<file path="src/rtl/cpu_pkg.sv">
// Shared definitions for the multi-cycle control unit: FSM states, opcodes, ALU codes.
// Latency: n/a (types and constants only).
// Backpressure: n/a.
package cpu_pkg;

    typedef enum logic [2:0] {
        FETCH  = 3'd0,
        DECODE = 3'd1,
        EXE    = 3'd2,
        MEM    = 3'd3,
        WB     = 3'd4
    } state_t;

    // Supported major opcodes (instr[6:0])
    localparam logic [6:0] OP_TYPE_R = 7'b0110011;
    localparam logic [6:0] OP_TYPE_I = 7'b0010011;
    localparam logic [6:0] OP_TYPE_S = 7'b0100011;
    localparam logic [6:0] OP_TYPE_L = 7'b0000011;

    // ALU operation encodings, {func7[5], func3}
    localparam logic [3:0] ADD  = 4'b0000;
    localparam logic [3:0] SUB  = 4'b1000;
    localparam logic [3:0] SLL  = 4'b0001;
    localparam logic [3:0] SLT  = 4'b0010;
    localparam logic [3:0] SLTU = 4'b0011;
    localparam logic [3:0] XOR  = 4'b0100;
    localparam logic [3:0] SRL  = 4'b0101;
    localparam logic [3:0] SRA  = 4'b1101;
    localparam logic [3:0] OR   = 4'b0110;
    localparam logic [3:0] AND  = 4'b0111;

    function automatic logic op_supported(input logic [6:0] op);
        return (op == OP_TYPE_R) || (op == OP_TYPE_I) ||
               (op == OP_TYPE_S) || (op == OP_TYPE_L);
    endfunction

endpackage

</file>
<file path="src/rtl/mem_wait_timer.sv">
// Counts consecutive not-ready cycles of a memory access and flags a timeout.
// Latency: timeout is combinational in the TIMEOUT-th consecutive not-ready cycle.
// Backpressure: none; counter clears whenever the access is inactive, completes or times out.
// Ports: clk, reset (sync, active-high), active (access in progress), ready (access done),
//        timeout (asserted in the last allowed not-ready cycle).
module mem_wait_timer #(
    parameter int unsigned TIMEOUT = 15
) (
    input  logic clk,
    input  logic reset,
    input  logic active,
    input  logic ready,
    output logic timeout
);

    localparam int unsigned W = (TIMEOUT > 1) ? $clog2(TIMEOUT) : 1;

    // cnt holds the number of not-ready cycles already spent before the current one
    logic [W-1:0] cnt;

    assign timeout = active && !ready && (cnt == W'(TIMEOUT - 1));

    always_ff @(posedge clk) begin
        if (reset || !active || ready || timeout) begin
            cnt <= '0;
        end else begin
            cnt <= cnt + W'(1);
        end
    end

endmodule

</file>
<file path="src/rtl/multi_cycle_control_unit.sv">
// Multi-cycle RV32 control unit: FETCH/DECODE/EXE/MEM/WB sequencing for R, I, S, L opcodes.
// Latency: R/I retire in cycle 3, S in cycle 4, L in cycle 5 (MEM may stretch with CU_MEM_WAIT_EN).
// Backpressure: with CU_MEM_WAIT_EN, MEM holds until dataReady or MEM_TIMEOUT (busErr); else none.
// Ports: clk, reset (sync, active-high), instrCode (IR contents), dataReady (memory done);
//        outputs pcEn, irWe, regFileWe, aluControl, aluSrcMuxSel, wbSrcMuxSel, dataWe, dataRe,
//        instrRetire, illegalInstr, busErr. Optional feature macro: CU_MEM_WAIT_EN.
module multi_cycle_control_unit
    import cpu_pkg::*;
#(
    parameter int unsigned MEM_TIMEOUT = 15
) (
    input  logic        clk,
    input  logic        reset,
    input  logic [31:0] instrCode,
    input  logic        dataReady,
    output logic        pcEn,
    output logic        irWe,
    output logic        regFileWe,
    output logic [3:0]  aluControl,
    output logic        aluSrcMuxSel,
    output logic        wbSrcMuxSel,
    output logic        dataWe,
    output logic        dataRe,
    output logic        instrRetire,
    output logic        illegalInstr,
    output logic        busErr
);

    state_t     state;
    logic [6:0] opcode;
    logic [2:0] func3;
    logic       func7b5;
    logic       is_r, is_i, is_s, is_l;
    logic       in_mem;
    logic       mem_done;     // access completes this cycle
    logic       mem_timeout;  // access abandoned this cycle

    assign opcode  = instrCode[6:0];
    assign func3   = instrCode[14:12];
    assign func7b5 = instrCode[30];
    assign is_r    = (opcode == OP_TYPE_R);
    assign is_i    = (opcode == OP_TYPE_I);
    assign is_s    = (opcode == OP_TYPE_S);
    assign is_l    = (opcode == OP_TYPE_L);
    assign in_mem  = (state == MEM);

`ifdef CU_MEM_WAIT_EN
    mem_wait_timer #(
        .TIMEOUT (MEM_TIMEOUT)
    ) u_mem_wait_timer (
        .clk     (clk),
        .reset   (reset),
        .active  (in_mem),
        .ready   (dataReady),
        .timeout (mem_timeout)
    );
    assign mem_done = dataReady;

    logic unused_instr_bits;
    assign unused_instr_bits = ^{instrCode[31], instrCode[29:15], instrCode[11:7]};
`else
    // Single-cycle MEM: the handshake input and timeout parameter have no effect.
    assign mem_timeout = 1'b0;
    assign mem_done    = 1'b1;

    localparam int unsigned unused_mem_timeout = MEM_TIMEOUT;
    logic unused_instr_bits;
    assign unused_instr_bits = ^{instrCode[31], instrCode[29:15], instrCode[11:7], dataReady};
`endif

    // State register
    always_ff @(posedge clk) begin
        if (reset) begin
            state <= FETCH;
        end else begin
            case (state)
                FETCH:   state <= DECODE;
                DECODE:  state <= op_supported(opcode) ? EXE : FETCH;
                EXE:     state <= (is_s || is_l) ? MEM : FETCH;
                MEM: begin
                    if (mem_done) begin
                        state <= is_l ? WB : FETCH;
                    end else if (mem_timeout) begin
                        state <= FETCH;
                    end
                end
                WB:      state <= FETCH;
                default: state <= FETCH;
            endcase
        end
    end

    // Moore output decode from state and opcode; reset forces everything low
    // so an abandoned instruction cannot emit a write or retire on its way out.
    always_comb begin
        pcEn         = 1'b0;
        irWe         = 1'b0;
        regFileWe    = 1'b0;
        aluControl   = ADD;
        aluSrcMuxSel = 1'b0;
        wbSrcMuxSel  = 1'b0;
        dataWe       = 1'b0;
        dataRe       = 1'b0;
        instrRetire  = 1'b0;
        illegalInstr = 1'b0;
        busErr       = 1'b0;
        if (!reset) begin
            case (state)
                FETCH: begin
                    pcEn = 1'b1;
                    irWe = 1'b1;
                end
                DECODE: begin
                    illegalInstr = !op_supported(opcode);
                end
                EXE: begin
                    if (is_r) begin
                        regFileWe   = 1'b1;
                        aluControl  = {func7b5, func3};
                        instrRetire = 1'b1;
                    end else if (is_i) begin
                        regFileWe    = 1'b1;
                        aluSrcMuxSel = 1'b1;
                        // instr[30] is immediate data except for shift-right
                        aluControl   = {(func3 == 3'b101) ? func7b5 : 1'b0, func3};
                        instrRetire  = 1'b1;
                    end else if (is_s || is_l) begin
                        aluSrcMuxSel = 1'b1;
                        aluControl   = ADD;
                    end
                end
                MEM: begin
                    dataWe      = is_s;
                    dataRe      = is_l;
                    instrRetire = is_s && mem_done;
                    busErr      = mem_timeout;
                end
                WB: begin
                    regFileWe   = is_l;
                    wbSrcMuxSel = is_l;
                    instrRetire = is_l;
                end
                default: ;
            endcase
        end
    end

endmodule

</file>
<file path="config.mk">
export PLATFORM = sky130hd
export DESIGN_NAME = multi_cycle_control_unit
export DESIGN_NICKNAME = d
export VERILOG_FILES = /design/src/rtl/cpu_pkg.sv /design/src/rtl/mem_wait_timer.sv /design/src/rtl/multi_cycle_control_unit.sv
export SDC_FILE = /design/constraint.sdc
export NUM_CORES = 1
export LEC_CHECK = 0
export CAP_MARGIN = 30
export CORE_UTILIZATION = 23
export CTS_BUF_LIST = sky130_fd_sc_hd__clkbuf_8 sky130_fd_sc_hd__clkbuf_16
export DETAILED_ROUTE_END_ITERATION = 10
export GPL_ROUTABILITY_DRIVEN = 0
export PLACE_DENSITY_LB_ADDON = 0.3
export SLEW_MARGIN = 20
export SYNTH_ARGS = -nofsm -noshare
export SYNTH_HDL_FRONTEND = slang
export SYNTH_SLANG_ARGS = --single-unit
</file>
<file path="constraint.sdc">
create_clock -name clk -period 1.9 [get_ports clk]
set_input_delay 0.38 -clock clk [delete_from_list [all_inputs] [get_ports clk]]
set_output_delay 0.38 -clock clk [all_outputs]
set_load 0.1 [all_outputs]
</file>
==> flow_results.xml <==
<?xml version="1.0" encoding="UTF-8"?>
<metrics>
  <group name="floorplanning">
    <metric name="starting_density_of_the_core" unit="%">26.1</metric>
    <metric name="design.die.area" unit="sq mm">0.00171</metric>
    <metric name="die_width" unit="um">41.4</metric>
    <metric name="core.rowCount" unit="">13</metric>
    <metric name="coreArea" unit="sq mm">0.00137</metric>
    <metric name="chipHeight" unit="um">41.4</metric>
    <metric name="count_of_boundary_i_o_pins" unit="">49</metric>
  </group>
  <group name="layout">
    <metric name="final_cell_mix" unit="">sky130_fd_sc_hd__buf_4, sky130_fd_sc_hd__buf_12, sky130_fd_sc_hd__buf_6</metric>
    <metric name="layout.filler_cells" unit="">94</metric>
    <metric name="regArea" unit="sq um">62.6</metric>
    <metric name="multi_input_comb_area" unit="sq um">404</metric>
    <metric name="largest_register_ffs" unit="">3</metric>
    <metric name="final_layout_size_suffix_gt1_share" unit="%">71.6</metric>
    <metric name="mostFrequentLayoutCell" unit="">sky130_fd_sc_hd__buf_4</metric>
    <metric name="fin_nets" unit="">124</metric>
    <metric name="layout.cell_area.non_filler" unit="sq mm">0.00105</metric>
    <metric name="n_antenna_cell" unit="">0</metric>
    <metric name="largest-register" unit="">state</metric>
    <metric name="largest_registers" unit="">state (3)</metric>
    <metric name="syn_to_final_growth" unit="%">194</metric>
    <metric name="final_core_utilization" unit="%">76.8</metric>
  </group>
  <group name="sta">
    <metric name="min_period" unit="ns">2.17</metric>
    <metric name="report.final.setup_viol" unit="">9</metric>
    <metric name="setup_slack" unit="ns">-0.267</metric>
    <metric name="rsz0062_at_grt" unit="">yes</metric>
    <metric name="slew_violations" unit="">0</metric>
    <metric name="number_of_hold_violations_in_the_final_report" unit="">0</metric>
    <metric name="final.setup.tns" unit="ns">-0.863</metric>
    <metric name="share_of_the_clock_period_used_by_the_worst_path_after_layout" unit="%">114</metric>
    <metric name="max_freq" unit="MHz">462</metric>
    <metric name="final.setup_skew" unit="ns">0.000255</metric>
  </group>
  <group name="flow_run">
    <metric name="maxCapViolCount" unit="">0</metric>
  </group>
  <group name="routing">
    <metric name="routed_wl" unit="mm">1.54</metric>
    <metric name="route.vias.total" unit="">531</metric>
    <metric name="post_drt_wl_per_cell" unit="um">15.0</metric>
    <metric name="detail_route.first_pass.iterations" unit="">4</metric>
    <metric name="post-route-drc-count" unit="">0</metric>
    <metric name="detail-route-antenna-nets" unit="">0</metric>
    <metric name="vias_per_cell" unit="">5.16</metric>
    <metric name="drt_iter0_markers" unit="">5</metric>
  </group>
  <group name="synth">
    <metric name="synth-seq-area-share" unit="%">16.8</metric>
    <metric name="synthesized_area_divided_by_synthesized_cell_count" unit="sq um">7.75</metric>
    <metric name="synth_register_bits" unit="">3</metric>
    <metric name="synth_cell_types" unit="">29</metric>
    <metric name="postSynth.asyncResetShare" unit="%">0</metric>
    <metric name="synth_flop_cell" unit="">sky130_fd_sc_hd__dfxtp_1</metric>
    <metric name="synth_edf_count" unit="">0</metric>
    <metric name="synthesis.area" unit="sq um">357</metric>
    <metric name="synthesis.nets" unit="">81</metric>
    <metric name="yosys_warnings" unit="">0</metric>
    <metric name="syn-instance-count" unit="">46</metric>
  </group>
  <group name="clock_tree">
    <metric name="clock_path_buffers" unit="">2</metric>
    <metric name="cts_buffers" unit="">3</metric>
    <metric name="worst_setup_hold_path_clk_slew" unit="ns">0.03</metric>
    <metric name="clock_latency" unit="ns">0.22</metric>
    <metric name="numClockSinks" unit="">3</metric>
    <metric name="cts_root_buffer" unit="">sky130_fd_sc_hd__clkbuf_8</metric>
    <metric name="max_h_tree_level" unit="">1</metric>
    <metric name="cts_tree" unit="">done</metric>
  </group>
  <group name="hold_path">
    <metric name="min_path_type" unit="">primary input to flip-flop</metric>
    <metric name="holdCritStartpoint" unit="">instrCode[3]</metric>
  </group>
  <group name="worst_setup_path">
    <metric name="cp_slowest_stage_delay" unit="ns">0.56</metric>
    <metric name="timing.critical_path.cells" unit="">or4b_1 -&gt; a21o_1 -&gt; a211oi_4 -&gt; buf_12</metric>
    <metric name="critical_path.startpoint" unit="">state[1]</metric>
    <metric name="highest_delay_cell_along_the_critical_path" unit="">sky130_fd_sc_hd__or4b_1</metric>
    <metric name="cp.arrival" unit="ns">1.79</metric>
    <metric name="r2r-start" unit="">state[0]</metric>
    <metric name="end_kind" unit="">output pin</metric>
    <metric name="critical_path_class" unit="">flip-flop to output pin</metric>
    <metric name="worstPathMaxFanout" unit="">2</metric>
    <metric name="cp.required" unit="ns">1.52</metric>
    <metric name="setup.worst_path.start_class" unit="">flip-flop</metric>
  </group>
  <group name="run_status">
    <metric name="run_status" unit="">finished with violations</metric>
    <metric name="failed_checks" unit="">setup timing</metric>
  </group>
  <group name="placement">
    <metric name="detailedPlacementHpwl" unit="mm">1.15</metric>
    <metric name="place_ws" unit="ns">-0.522</metric>
    <metric name="post_dp_cell_area" unit="sq um">945</metric>
    <metric name="port-buffer-count" unit="">25</metric>
  </group>
  <group name="grt">
    <metric name="grt_first_pass_wirelength" unit="mm">2.10</metric>
    <metric name="antenna_found_initial" unit="">0</metric>
    <metric name="first_global_vias" unit="">486</metric>
    <metric name="gr-total-overflow" unit="">0</metric>
    <metric name="grt_max_degree" unit="">9</metric>
    <metric name="grt_util_all_layers" unit="%">19.8</metric>
  </group>
  <group name="power_and_ir_drop">
    <metric name="ir_worst_vdd" unit="mV">0.291</metric>
    <metric name="power.density" unit="mW/mm^2">371</metric>
    <metric name="static-leakage-power" unit="uW">0.000430</metric>
  </group>
</metrics>
## cell usage after synthesis, types with 2 or more instances
library cell,count,share of area [%]
sky130_fd_sc_hd__nor4_1,3,5.3
sky130_fd_sc_hd__nor4b_1,2,4.9
sky130_fd_sc_hd__a21oi_1,2,2.8
sky130_fd_sc_hd__nand3b_1,3,6.3
sky130_fd_sc_hd__buf_2,3,4.2
sky130_fd_sc_hd__nor2_1,3,3.2
sky130_fd_sc_hd__and2_1,3,5.3
sky130_fd_sc_hd__nor3b_1,2,4.2
sky130_fd_sc_hd__dfxtp_1,3,17
sky130_fd_sc_hd__buf_4,2,4.2
sky130_fd_sc_hd__nand2b_1,2,3.5
## cell families after synthesis
family	Yosys count	synth area share, %
buffers and inverters	7	12.6
AO/OA/AOI/OAI	7	14.4
other	1	1.05
flip-flops	3	16.8
AND/OR/NAND/NOR	28	55.1
## power breakdown
part,internal [uW],switching (uW)
registers,65.6,1.40
clock network,138,43.0
logic,60.8,80.6
## layer usage
layer / up-vias / track usage (%) / wire (um)
li1: 253 / - / -
met1: 262 / 22.1 / 626
met2: 16 / 38.3 / 851
met3: 0 / 4.79 / 63
met4: 0 / 2.42 / 0
met5: - / 0 / 0
## area by class of cell
class / instances / area share [%]
Clock buffer: 3 / 3.93
Timing Repair Buffer: 44 / 49.1
Multi-Input combinational cell: 36 / 38.5
Clock inverter: 1 / 0.358
Inverter: 1 / 0.358
Sequential cell: 3 / 5.96
Tap cell: 15 / 1.79
## final timing paths
kind         slack [ns]  cells past startpoint           to
max reg2reg        0.63                      4     state[0]
max               -0.27                      4  instrRetire
min                0.56                      4     state[2]
min reg2reg        0.62                      2     state[1]
## through the flow
step | total power (uW) | std cells | hold slack [ns]
floorplan | 146 | 46 | 0.534
CTS | 393 | 104 | 0.607
detailed placement | 205 | 96 | 0.631
global route | 405 | 103 | 0.579
finish | 389 | 103 | 0.565
global placement | 203 | 96 | 0.630
## critical path: cells and delay by family, from the launching register on
family,cells,cell delay [ns]
compound gates,2,0.48
flops,1,0.31
buf+inv,1,0.21
simple gates,1,0.56
## timing repair
item / CTS / global route
buffers inserted: 4 / 0
resized for setup: 38 / 9
hold buffers: 0 / 0
pin swaps: 13 / 8
endpoints found under the setup margin: 13 / 10
No activity file was read; power rests on OpenSTA's default activity.
